<file path="config.mk">
export PLATFORM = sky130hd
export DESIGN_NAME = spi_byte_slave
export DESIGN_NICKNAME = d
export VERILOG_FILES = /design/src/rtl/spi_byte_slave_pkg.sv /design/src/rtl/spi_input_sync.sv /design/src/rtl/spi_byte_slave.sv
export SDC_FILE = /design/constraint.sdc
export NUM_CORES = 1
export LEC_CHECK = 0
export BUFFER_PORTS_ARGS = -buffer_cell sky130_fd_sc_hd__buf_2
export CORE_MARGIN = 8
export CORE_UTILIZATION = 58
export CTS_CLUSTER_DIAMETER = 80
export DETAILED_ROUTE_END_ITERATION = 8
export GPL_ROUTABILITY_DRIVEN = 0
export PLACE_DENSITY = 0.8
export SETUP_SLACK_MARGIN = 0.4
export SLEW_MARGIN = 20
export SYNTH_ARGS = -nofsm -noshare
export SYNTH_HDL_FRONTEND = slang
export SYNTH_SLANG_ARGS = --single-unit
</file>
<file path="constraint.sdc">
create_clock -name clk -period 2.45 [get_ports clk]
set_input_delay 0.1225 -clock clk [delete_from_list [all_inputs] [get_ports clk]]
set_output_delay 0.1225 -clock clk [all_outputs]
set_load 0.02 [all_outputs]
</file>
<file path="src/rtl/spi_byte_slave_pkg.sv">
// Shared types and constants for the SPI byte slave front end.
package spi_byte_slave_pkg;

  localparam int BYTE_WIDTH_DEF  = 8;
  localparam int SYNC_STAGES_DEF = 2;

  // Synchroniser lane assignment and per-lane reset values (NSS idles high).
  localparam int SIG_NSS  = 0;
  localparam int SIG_SCK  = 1;
  localparam int SIG_MOSI = 2;
  localparam int NUM_SIGS = 3;
  localparam logic [NUM_SIGS-1:0] SYNC_RST_VALS = 3'b001;

  typedef enum logic {
    ST_IDLE   = 1'b0,
    ST_ACTIVE = 1'b1
  } spi_state_e;

endpackage

</file>
<file path="src/rtl/spi_input_sync.sv">
// Multi-flop synchroniser for one asynchronous pin with a configurable reset level.
module spi_input_sync #(
  parameter int   SYNC_STAGES = 2,
  parameter logic RST_VAL     = 1'b0
) (
  input  logic clk,
  input  logic reset_n,
  input  logic d,
  output logic q
);

  logic [SYNC_STAGES-1:0] ff;

  always_ff @(posedge clk or negedge reset_n) begin
    if (!reset_n) ff <= {SYNC_STAGES{RST_VAL}};
    else          ff <= {ff[SYNC_STAGES-2:0], d};
  end

  assign q = ff[SYNC_STAGES-1];

endmodule

</file>
<file path="src/rtl/spi_byte_slave.sv">
// SPI mode-0 byte slave: pin resync, byte deserialise/serialise, frame markers.
// Define SPI_MSB_FIRST_EN for MSB-first shifting; LSB-first otherwise.
module spi_byte_slave
  import spi_byte_slave_pkg::*;
#(
  parameter int SYNC_STAGES = SYNC_STAGES_DEF,
  parameter int BYTE_WIDTH  = BYTE_WIDTH_DEF
) (
  input  logic                  clk,
  input  logic                  reset_n,
  input  logic                  spi_nss,
  input  logic                  spi_sck,
  input  logic                  spi_mosi,
  output logic                  spi_miso,
  output logic                  spi_miso_oe,
  output logic [BYTE_WIDTH-1:0] rx_data,
  output logic                  rx_valid,
  output logic                  rx_first,
  input  logic [BYTE_WIDTH-1:0] tx_data,
  output logic                  tx_load,
  output logic                  frame_active,
  output logic                  frame_end
);

`ifdef SPI_MSB_FIRST_EN
  localparam logic MSB_FIRST = 1'b1;
`else
  localparam logic MSB_FIRST = 1'b0;
`endif

  localparam int               CNT_W    = (BYTE_WIDTH > 2) ? $clog2(BYTE_WIDTH) : 1;
  localparam logic [CNT_W-1:0] LAST_BIT = CNT_W'(BYTE_WIDTH - 1);
  localparam logic [CNT_W-1:0] LEAD_POS = MSB_FIRST ? LAST_BIT : '0;

  logic [NUM_SIGS-1:0] pins, synced;
  assign pins = {spi_mosi, spi_sck, spi_nss};

  for (genvar g = 0; g < NUM_SIGS; g++) begin : g_sync
    spi_input_sync #(.SYNC_STAGES(SYNC_STAGES), .RST_VAL(SYNC_RST_VALS[g])) u_sync (
      .clk     (clk),
      .reset_n (reset_n),
      .d       (pins[g]),
      .q       (synced[g])
    );
  end

  // vld_pipe masks edges until the chains hold real pin samples, so an NSS
  // held low through reset does not look like a fresh frame start.
  logic [SYNC_STAGES:0] vld_pipe;
  logic nss_q, sck_q, mosi_d;
  logic nss_fall, nss_rise, sck_rise, sck_fall;

  always_ff @(posedge clk or negedge reset_n) begin
    if (!reset_n) begin
      vld_pipe <= '0;
      nss_q    <= 1'b1;
      sck_q    <= 1'b0;
      mosi_d   <= 1'b0;
      nss_fall <= 1'b0;
      nss_rise <= 1'b0;
      sck_rise <= 1'b0;
      sck_fall <= 1'b0;
    end else begin
      vld_pipe <= {vld_pipe[SYNC_STAGES-1:0], 1'b1};
      nss_q    <= synced[SIG_NSS];
      sck_q    <= synced[SIG_SCK];
      mosi_d   <= synced[SIG_MOSI];
      nss_fall <= vld_pipe[SYNC_STAGES] &  nss_q & ~synced[SIG_NSS];
      nss_rise <= vld_pipe[SYNC_STAGES] & ~nss_q &  synced[SIG_NSS];
      sck_rise <= vld_pipe[SYNC_STAGES] & ~sck_q &  synced[SIG_SCK];
      sck_fall <= vld_pipe[SYNC_STAGES] &  sck_q & ~synced[SIG_SCK];
    end
  end

  spi_state_e state, state_nxt;

  always_ff @(posedge clk or negedge reset_n) begin
    if (!reset_n) state <= ST_IDLE;
    else          state <= state_nxt;
  end

  always_comb begin
    state_nxt = state;
    case (state)
      ST_IDLE:   if (nss_fall) state_nxt = ST_ACTIVE;
      ST_ACTIVE: if (nss_rise) state_nxt = ST_IDLE;
      default:   state_nxt = ST_IDLE;
    endcase
  end

  logic [CNT_W-1:0]      bit_cnt, pos;
  logic                  first_flag, miso_q;
  logic [BYTE_WIDTH-1:0] rx_sh, tx_sh, rx_next;

  // bit_cnt counts bits already transferred, so it also indexes the next bit.
  assign pos = MSB_FIRST ? (LAST_BIT - bit_cnt) : bit_cnt;

  always_comb begin
    rx_next      = rx_sh;
    rx_next[pos] = mosi_d;
  end

  always_ff @(posedge clk or negedge reset_n) begin
    if (!reset_n) begin
      bit_cnt    <= '0;
      first_flag <= 1'b0;
      rx_sh      <= '0;
      tx_sh      <= '0;
      rx_data    <= '0;
      rx_valid   <= 1'b0;
      rx_first   <= 1'b0;
      tx_load    <= 1'b0;
      frame_end  <= 1'b0;
      miso_q     <= 1'b0;
    end else begin
      rx_valid  <= 1'b0;
      rx_first  <= 1'b0;
      tx_load   <= 1'b0;
      frame_end <= 1'b0;
      if (state == ST_IDLE) begin
        if (nss_fall) begin
          first_flag <= 1'b1;
          tx_load    <= 1'b1;
          bit_cnt    <= '0;
          if (sck_rise) begin
            rx_sh   <= rx_next;
            bit_cnt <= CNT_W'(1);
          end
        end
      end else if (nss_rise) begin
        bit_cnt   <= '0;
        frame_end <= 1'b1;
        miso_q    <= 1'b0;
      end else begin
        if (sck_rise) begin
          rx_sh <= rx_next;
          if (bit_cnt == LAST_BIT) begin
            bit_cnt    <= '0;
            rx_data    <= rx_next;
            rx_valid   <= 1'b1;
            rx_first   <= first_flag;
            first_flag <= 1'b0;
            tx_load    <= 1'b1;
          end else begin
            bit_cnt <= bit_cnt + CNT_W'(1);
          end
        end
        if (sck_fall && bit_cnt != '0) miso_q <= tx_sh[pos];
        // tx_data is captured at the end of the tx_load cycle so it may be
        // derived combinationally from the rx_data published in that cycle.
        if (tx_load) begin
          tx_sh  <= tx_data;
          miso_q <= tx_data[LEAD_POS];
        end
      end
    end
  end

  assign frame_active = (state == ST_ACTIVE);
  assign spi_miso_oe  = frame_active;
  assign spi_miso     = miso_q;

endmodule

</file>
# Word level (Yosys, flattened, before mapping)
# Index checks and enable logic that the tools add are counted.
[totals]
out_inout_bits = 15
input_bits = 13
reg_bits = 50
elab_cells = 92
[op_classes]
n_reduce_logical = 11
addsub = 1
n_lt_le_gt_ge = 2
n_bitwise = 14
mux = 37
eq_ne = 5
[ops]
columns = ["op", "n"]
rows = [
  ["2-to-1 mux 8 bit", 4],
  ["2-to-1 mux 1 bit", 24],
  ["2-to-1 mux 3 bit", 5],
  ["bitwise AND 1 bit", 8],
  ["bitwise mux 8 bit", 1],
  ["AND reduction 4 bit", 2],
  ["inverter 1 bit", 6],
  ["AND reduction 2 bit", 3],
  ["nonzero test 3 bit", 2],
  ["less-than comparator 3 x 4 -> 1 bit (second input constant)", 1],
  ["!= test 2 bit (second input constant)", 2],
  ["adder 3 x 1 -> 3 bit (second input constant)", 1],
  ["binary-select mux 1 bit (select 3 bit)", 1],
  ["demux 1 bit (select 3 bit)", 1],
  ["== test 3 bit (second input constant)", 1],
  ["greater-or-equal comparator 3 x 1 -> 1 bit (second input constant)", 1],
  ["!= test 3 bit (second input constant)", 1],
  ["AND reduction 3 bit", 1],
  ["logical AND 1 bit", 2],
  ["!= test 2 x 1 -> 1 bit (second input constant)", 1],
  ["case mux 1 bit (2 select lines)", 1],
  ["nonzero test 2 bit", 1],
]

# Depth between registers and ports, before layout
# Gate-level depths: netlist of run 1.
[logic_depth]
depth_word = 8
mapped_depth = 7
ltp_nobuf = 6

# Hierarchy
# From an unflattened synthesis of run 1, not the netlist that was laid out.
[unflattened]
hier_cells = 161
hier_area_um2 = 1991.9
[by_module_without_submodules]
columns = ["module", "seq_area_each_um2", "instances", "cells_each", "area_each_um2"]
rows = [
  ["spi_byte_slave", 1102.3, 1, 155, 1839.3],
  ["spi_input_sync at g_sync[1].u_sync ...", 50.0, 2, 2, 50.0],
  ["spi_input_sync at g_sync[0].u_sync", 52.6, 1, 2, 52.6],
]

# Worst setup path after synthesis of run 1
# No wires, ideal clock.
[synth_timing]
path_kind = "reg-to-reg"
startpoint = "reg state (netlist: frame_active)"
endpoint = "reg rx_sh[4]"
stages_incl_launch_ff = 5
setup_slack_ps = 771
path_buffers = 0
setup_ps = 125
synth_period_minus_slack_ps = 1679
arrival_ps = 1554
required_ps = 2325
path_cell_list = "dfrtp_1 nand2b_4 a21bo_1 or3_1 mux2_4"
[synth_between]
elab_chain_cells = 2
elab_cells_between_ends = 4
cone_classes = "eq/ne (1); mux (1); reduce/logical (2)"
[synth_rtl]
columns = ["element", "line_no", "text"]
rows = [
  ["from (decl)", "spi_byte_slave.sv:75", "spi_state_e state, state_nxt;"],
  ["from (signal assigned)", "spi_byte_slave.sv:79", "else state <= state_nxt;"],
  ["!= test 2 bit (no source line) / nonzero test 2 bit (equally long branches)", "-", ""],
  ["AND reduction 2 bit (no source line)", "-", ""],
  ["to (signal assigned)", "spi_byte_slave.sv:126", "rx_sh <= rx_next;"],
  ["to (signal assigned)", "spi_byte_slave.sv:136", "rx_sh <= rx_next;"],
  ["to (decl)", "spi_byte_slave.sv:93", "logic [BYTE_WIDTH-1:0] rx_sh, tx_sh, rx_next;"],
]
# Parallel ways exist; a longest one is shown, timed or not.
# A chain may end at the register's enable or synchronous reset.

# Worst setup path in the final report of run 1
# Ends and elaborated chain as after synthesis.

==> flow_summary.json, run 1 <==
{
  "power_density_nw_per_um2": 713,
  "synth_warnings": 0,
  "initial_core_util_pct": 60.8,
  "async_flop_share_pct": 100,
  "drive_gt1_share_pct": 24.8,
  "worst_slew_pin_slew_ps": 586,
  "drt_iter0_drc": 104,
  "via_per_inst": 5.29,
  "netlist_instances": 167,
  "synth_area_sq_um": 2030,
  "postRouteWirelength_mm": 3.52,
  "core_area_sq_um": 3340,
  "synth.distinct_cells": 36,
  "max_freq_ghz": 0.547,
  "finClkSkew_ps": 13.2,
  "grt_pass1_vias": 1333,
  "grt_antenna_before_repair": 0,
  "syn_nets": 183,
  "crit_start": "frame_active$_DFF_PN0_",
  "postLayoutSetupSlackWorst_ps": 620,
  "drc": 0,
  "yosysSeqAreaShare_pct": 61.9,
  "grt_pass1_wl_mm": 6.02,
  "final_cell_mix": "47 x dfrtp_1, 26 x buf_2, 23 x nand2_1, 13 x o21ai_0",
  "hp-start": "tx_data[0]",
  "numCtsBuffers": 5,
  "status": "finished clean",
  "ant_nets": 0,
  "cts_sinks": 50,
  "dieArea_sq_um": 5650,
  "die_h_um": 75.1,
  "reg2reg_from": "frame_active$_DFF_PN0_",
  "cts.path.max_buffers": 2,
  "clock_tree.root_cell": "clkbuf_4",
  "regArea_sq_um": 1250,
  "synth-main-ff-cell": "dfrtp_1",
  "wire_per_inst_um": 13.9,
  "clock_latency_ps": 360,
  "peakVddDrop_mv": 0.485,
  "cts_tree": "yes",
  "diodes": 0,
  "setup_viol": 0,
  "synth-seq-cells": 50,
  "period_share_pct": 74.7,
  "start_kind": "flip-flop",
  "maxSlewHeadroom_pct": 60.9,
  "h-tree-depth": 2,
  "num-fill-cells": 253,
  "setup-tns-final_ps": 0,
  "mostFrequentLayoutCell": "dfrtp_1",
  "clk_pin_slew_ps": 130,
  "area_growth_pct": 16.0,
  "post_cts_buffers": 0,
  "utilization_pct": 70.5,
  "dpl_worst_slack_ps": 634,
  "cts_resized": 0,
  "grt_max_degree": 51,
  "hpwlAfterDp_mm": 2.47,
  "criticalPathCategory": "flip-flop to flip-flop",
  "cts_hold_buf": 11,
  "syn_area_per_cell_sq_um": 12.1,
  "grt.overflow.total": 0,
  "multi_input_area_sq_um": 714,
  "vias": 1334,
  "rsz0062_at_grt": "no",
  "arrival_ps": 2090,
  "gr-usage-all-layers_pct": 14.0,
  "period_needed_ps": 1830,
  "drv_slew": 0,
  "dr.pass1.iters": 4,
  "hold_class": "primary input to flip-flop",
  "total_power_w": 0.00168,
  "ios": 28,
  "synth-edff-count": 0,
  "fp.dieW_um": 75.1,
  "hold_viol_final": 0,
  "setup.worst_path.end_class": "flip-flop",
  "fin_nets": 221,
  "critPathMaxFanout": 12,
  "leakage_nw": 1.16,
  "cap_violations": 0,
  "row_count": 21,
  "cp.required_ps": 2710,
  "port_buffers": 27
}
-- final cells by class --
class | instances | area share, %
Inverter | 6 | 0.957
Timing Repair Buffer | 39 | 10.8
Clock buffer | 8 | 2.07
Sequential cell | 50 | 53.3
Tap cell | 46 | 2.45
Multi-Input combinational cell | 103 | 30.4
-- routing by layer --
| metal | global-route usage, % | share of wire, % | vias to the layer above |
|---|---|---|---|
| li1 | - | - | 651 |
| met1 | 16.5 | 45 | 638 |
| met2 | 21.8 | 46 | 35 |
| met3 | 5.46 | 6.9 | 10 |
| met4 | 7.04 | 2.4 | 0 |
| met5 | 0 | 0 | - |
-- report_power, final --
part | internal (W) | switching, W | total (W)
Sequential | 0.000940 | 0.0000807 | 0.00102
Clock | 0.000115 | 0.000230 | 0.000345
Combinational | 0.000162 | 0.000150 | 0.000312
-- metrics by stage --
stage	hold slack (ps)	area, sq um	std cells
after floorplan	-173	2030	167
after global placement	228	2190	233
after detailed placement	229	2190	233
after CTS	13.2	2350	252
after global routing	18.0	2350	252
final	28.2	2350	252
-- state kept, by name, indices dropped and copies added, names as in the netlist, 3 cells and up --
name / cells
rx_sh: 8
vld_pipe: 3
tx_sh: 8
g_sync.u_sync.ff: 6
bit_cnt: 3
rx_data: 8
-- worst max-delay path, cell delays in order, from the launching register on --
cell and delay (ps):
dfrtp_1 510, nand2b_4 210, a21bo_1 310, or3_1 410, mux2_4 300
-- worst paths after layout --
path	to	slack, ps	depth (start not counted)
max	rx_sh[4]$_DFFE_PN0P_	620	4
min	tx_sh[0]$_DFFE_PN0P_	30	2
max reg2reg	rx_sh[4]$_DFFE_PN0P_	620	4
min reg2reg	vld_pipe[2]$_DFF_PN0_	360	0
max in group asynchronous	rx_sh[3]$_DFFE_PN0P_	1760	2
min in group asynchronous	rx_valid$_DFF_PN0_	300	2
-- cell usage after synthesis, types with 2 or more instances --
| library cell | count | area share, % |
|---|---|---|
| nand2_1 | 23 | 4.3 |
| mux2_2 | 10 | 5.6 |
| mux2i_1 | 11 | 5.4 |
| dfstp_2 | 3 | 3.9 |
| nor2_1 | 7 | 1.3 |
| nor3_1 | 3 | 0.74 |
| mux2_4 | 2 | 1.5 |
| inv_1 | 6 | 1.1 |
| buf_2 | 2 | 0.49 |
| nand3_1 | 6 | 1.5 |
| o32ai_1 | 2 | 0.86 |
| clkbuf_1 | 4 | 0.74 |
| nand2b_1 | 3 | 0.93 |
| o21ai_0 | 13 | 3.2 |
| ha_1 | 3 | 1.9 |
| dfrtp_1 | 47 | 58 |
| or3_1 | 2 | 0.62 |
| a22o_1 | 2 | 0.86 |
-- logic make-up (layout without fill, tap and decap cells) --
kind of cell	Yosys count	after routing	synth area share, %
AOI/OAI and AO/OA	24	24	7.53
adders and majority gates	3	3	1.85
buffers and inverters	14	53	2.90
DFF	50	50	61.9
muxes	24	24	13.6
other	1	1	0.185
and+or+nand+nor	51	51	12.1
Note: power is estimated with default switching activity, not from simulation.
==> run 2, diff against run 1 <==
--- a/config.mk
+++ b/config.mk
@@ -7,11 +7,11 @@
 export LEC_CHECK = 0
 export BUFFER_PORTS_ARGS = -buffer_cell sky130_fd_sc_hd__buf_2
 export CORE_MARGIN = 8
-export CORE_UTILIZATION = 58
+export CORE_UTILIZATION = 56
 export CTS_CLUSTER_DIAMETER = 80
 export DETAILED_ROUTE_END_ITERATION = 8
 export GPL_ROUTABILITY_DRIVEN = 0
-export PLACE_DENSITY = 0.8
+export PLACE_DENSITY = 0.78
 export SETUP_SLACK_MARGIN = 0.4
 export SLEW_MARGIN = 20
 export SYNTH_ARGS = -nofsm -noshare
==> constraint.sdc (replaced) <==
create_clock -name clk -period 1.9 [get_ports clk]
set_input_delay 0.095 -clock clk [delete_from_list [all_inputs] [get_ports clk]]
set_output_delay 0.095 -clock clk [all_outputs]
set_load 0.02 [all_outputs]
==> flow_summary.json, run 2 (synthesis results as in run 1) <==
{
  "combPwrFrac_pct": 21.7,
  "die_h_um": 76.2,
  "grt_max_degree": 21,
  "hold_viol_final": 0,
  "timing.critical_path.to": "rx_sh[4]$_DFFE_PN0P_",
  "max_freq_ghz": 0.630,
  "ios": 28,
  "area_growth_pct": 27.7,
  "finClkSkew_ps": 16.8,
  "post-route-cell-area_sq_um": 2590,
  "cts.path.max_buffers": 2,
  "grt_antenna_before_repair": 0,
  "vias": 1467,
  "total_power_w": 0.00245,
  "r2r_cells": 4,
  "clk_pin_slew_ps": 150,
  "arrival_ps": 1860,
  "h-tree-depth": 2,
  "utilization_pct": 72.4,
  "cts_sinks": 50,
  "leakage_nw": 1.28,
  "power.clock.fraction_pct": 24.5,
  "cap_violations": 0,
  "drc": 0,
  "status": "finished clean",
  "port_buffers": 27,
  "grt.overflow.total": 0,
  "peakVddDrop_mv": 0.670,
  "power_density_nw_per_um2": 945,
  "mostFrequentLayoutCell": "dfrtp_1",
  "drt_iter0_drc": 125,
  "clock_tree.root_cell": "clkbuf_4",
  "start_kind": "flip-flop",
  "gr-usage-all-layers_pct": 14.2,
  "grt_pass1_wl_mm": 6.76,
  "postRouteWirelength_mm": 4.26,
  "via_per_inst": 5.41,
  "dieArea_sq_um": 5800,
  "p_sw_share_pct": 27.9,
  "initial_core_util_pct": 56.7,
  "diodes": 0,
  "row_count": 22,
  "hpwlAfterDp_mm": 2.58,
  "hold_class": "primary input to asynchronous set/reset pin",
  "setup-tns-final_ps": 0,
  "dpl_worst_slack_ps": 225,
  "core_area_sq_um": 3580,
  "criticalPathCategory": "flip-flop to flip-flop",
  "rrSetupSlack_ps": 310,
  "crit_start": "frame_active$_DFF_PN0_",
  "reg2reg_from": "frame_active$_DFF_PN0_",
  "drive_gt1_share_pct": 36.8,
  "dpl-instance-area_sq_um": 2240,
  "rsz0062_at_grt": "yes",
  "internal_power_w": 0.00176,
  "setup.worst_path.end_class": "flip-flop",
  "dr.pass1.iters": 4,
  "drv_slew": 0,
  "period_share_pct": 83.5,
  "cp.required_ps": 2170,
  "cts_tree": "yes",
  "numCtsBuffers": 5,
  "p_sw_w": 0.000682,
  "clock_latency_ps": 370,
  "final_cell_mix": "43 x dfrtp_1, 27 x buf_2, 22 x nand2_1, 15 x buf_4",
  "grt_pass1_vias": 1433,
  "fin_nets": 238,
  "reg.largest.list": "rx_data x8, rx_sh x8, tx_sh x8",
  "postLayoutSetupSlackWorst_ps": 314,
  "wire_per_inst_um": 15.7,
  "ant_nets": 0,
  "setup_viol": 0,
  "critPathMaxFanout": 4,
  "period_needed_ps": 1590,
  "fp.dieW_um": 76.2,
  "reg2reg_to": "rx_sh[4]$_DFFE_PN0P_",
  "p_seq_share_pct": 53.8
}
==> run 2: cell count changes in the layout (fill, tap and decap cells not counted), moves of 2 or more <==
cell	previous run	this run
clkbuf_1	3	1
mux2_2	10	8
dfrtp_1	47	43
nor3_4	0	2
mux2_4	2	4
dfrtp_2	0	4
buf_6	0	2
buf_4	2	15
nor3_1	3	0
==> run 2: power by group through the flow <==
stage                     Clock (W)  Combinational [W]  Sequential, W
after detailed placement          0           0.000377        0.00136
after global placement            0           0.000362        0.00135
after floorplan                   0           0.000289        0.00132
after CTS                  0.000612           0.000462        0.00132
final                      0.000600           0.000530        0.00132
after global routing       0.000648           0.000575        0.00134
==> run 2: area by class of cell <==
cell class	count	area (sq um)
clock buffers	6	41.3
clock inverters	2	37.5
fillers	249	988
inverters	6	22.5
multi-input cells	103	778
flip-flops and latches	50	1260
well taps	48	60.1
repair buffers	56	390
==> run 2: worst max-delay path, stage by stage (launching register included) <==
cell and delay [ps]:
dfrtp_2 460, nand2b_4 150, a21bo_4 230, or3_1 340
mux2_4 310
==> run 2: what timing repair did <==
action | in CTS | in global routing
gates cloned | 0 | 0
gates resized for setup | 9 | 9
setup endpoints to repair | 16 | 24
setup buffers | 8 | 4
pin swaps | 0 | 1
hold buffers | 12 | 0
hold endpoints to repair | 29 | 0
==> run 2: worst min-delay path by stage <==
stage	end	slack, ps	cells past startpoint
floorplan	bit_cnt[0]$_DFFE_PN0P_	-200	0
global placement	rx_first$_DFF_PN0_	50	1
detailed placement	rx_first$_DFF_PN0_	60	1
CTS	nss_fall$_DFF_PN0_	190	2
global route	rx_first$_DFF_PN0_	210	2
finish	rx_valid$_DFF_PN0_	170	2
==> run 2: metrics by stage <==
step,hold slack (ps),std cells
6_report,174,271
5_1_grt,215,271
4_1_cts,187,267
3_5_place_dp,58.5,239
3_3_place_gp,50.4,239
2_1_floorplan,-201,167
==> run 2: routing by layer <==
layer | wire [um] | track usage, %
met1 | 1740 | 16.5
met2 | 2120 | 22.6
met3 | 294 | 6.13
met4 | 108 | 5.58
met5 | 0 | 0
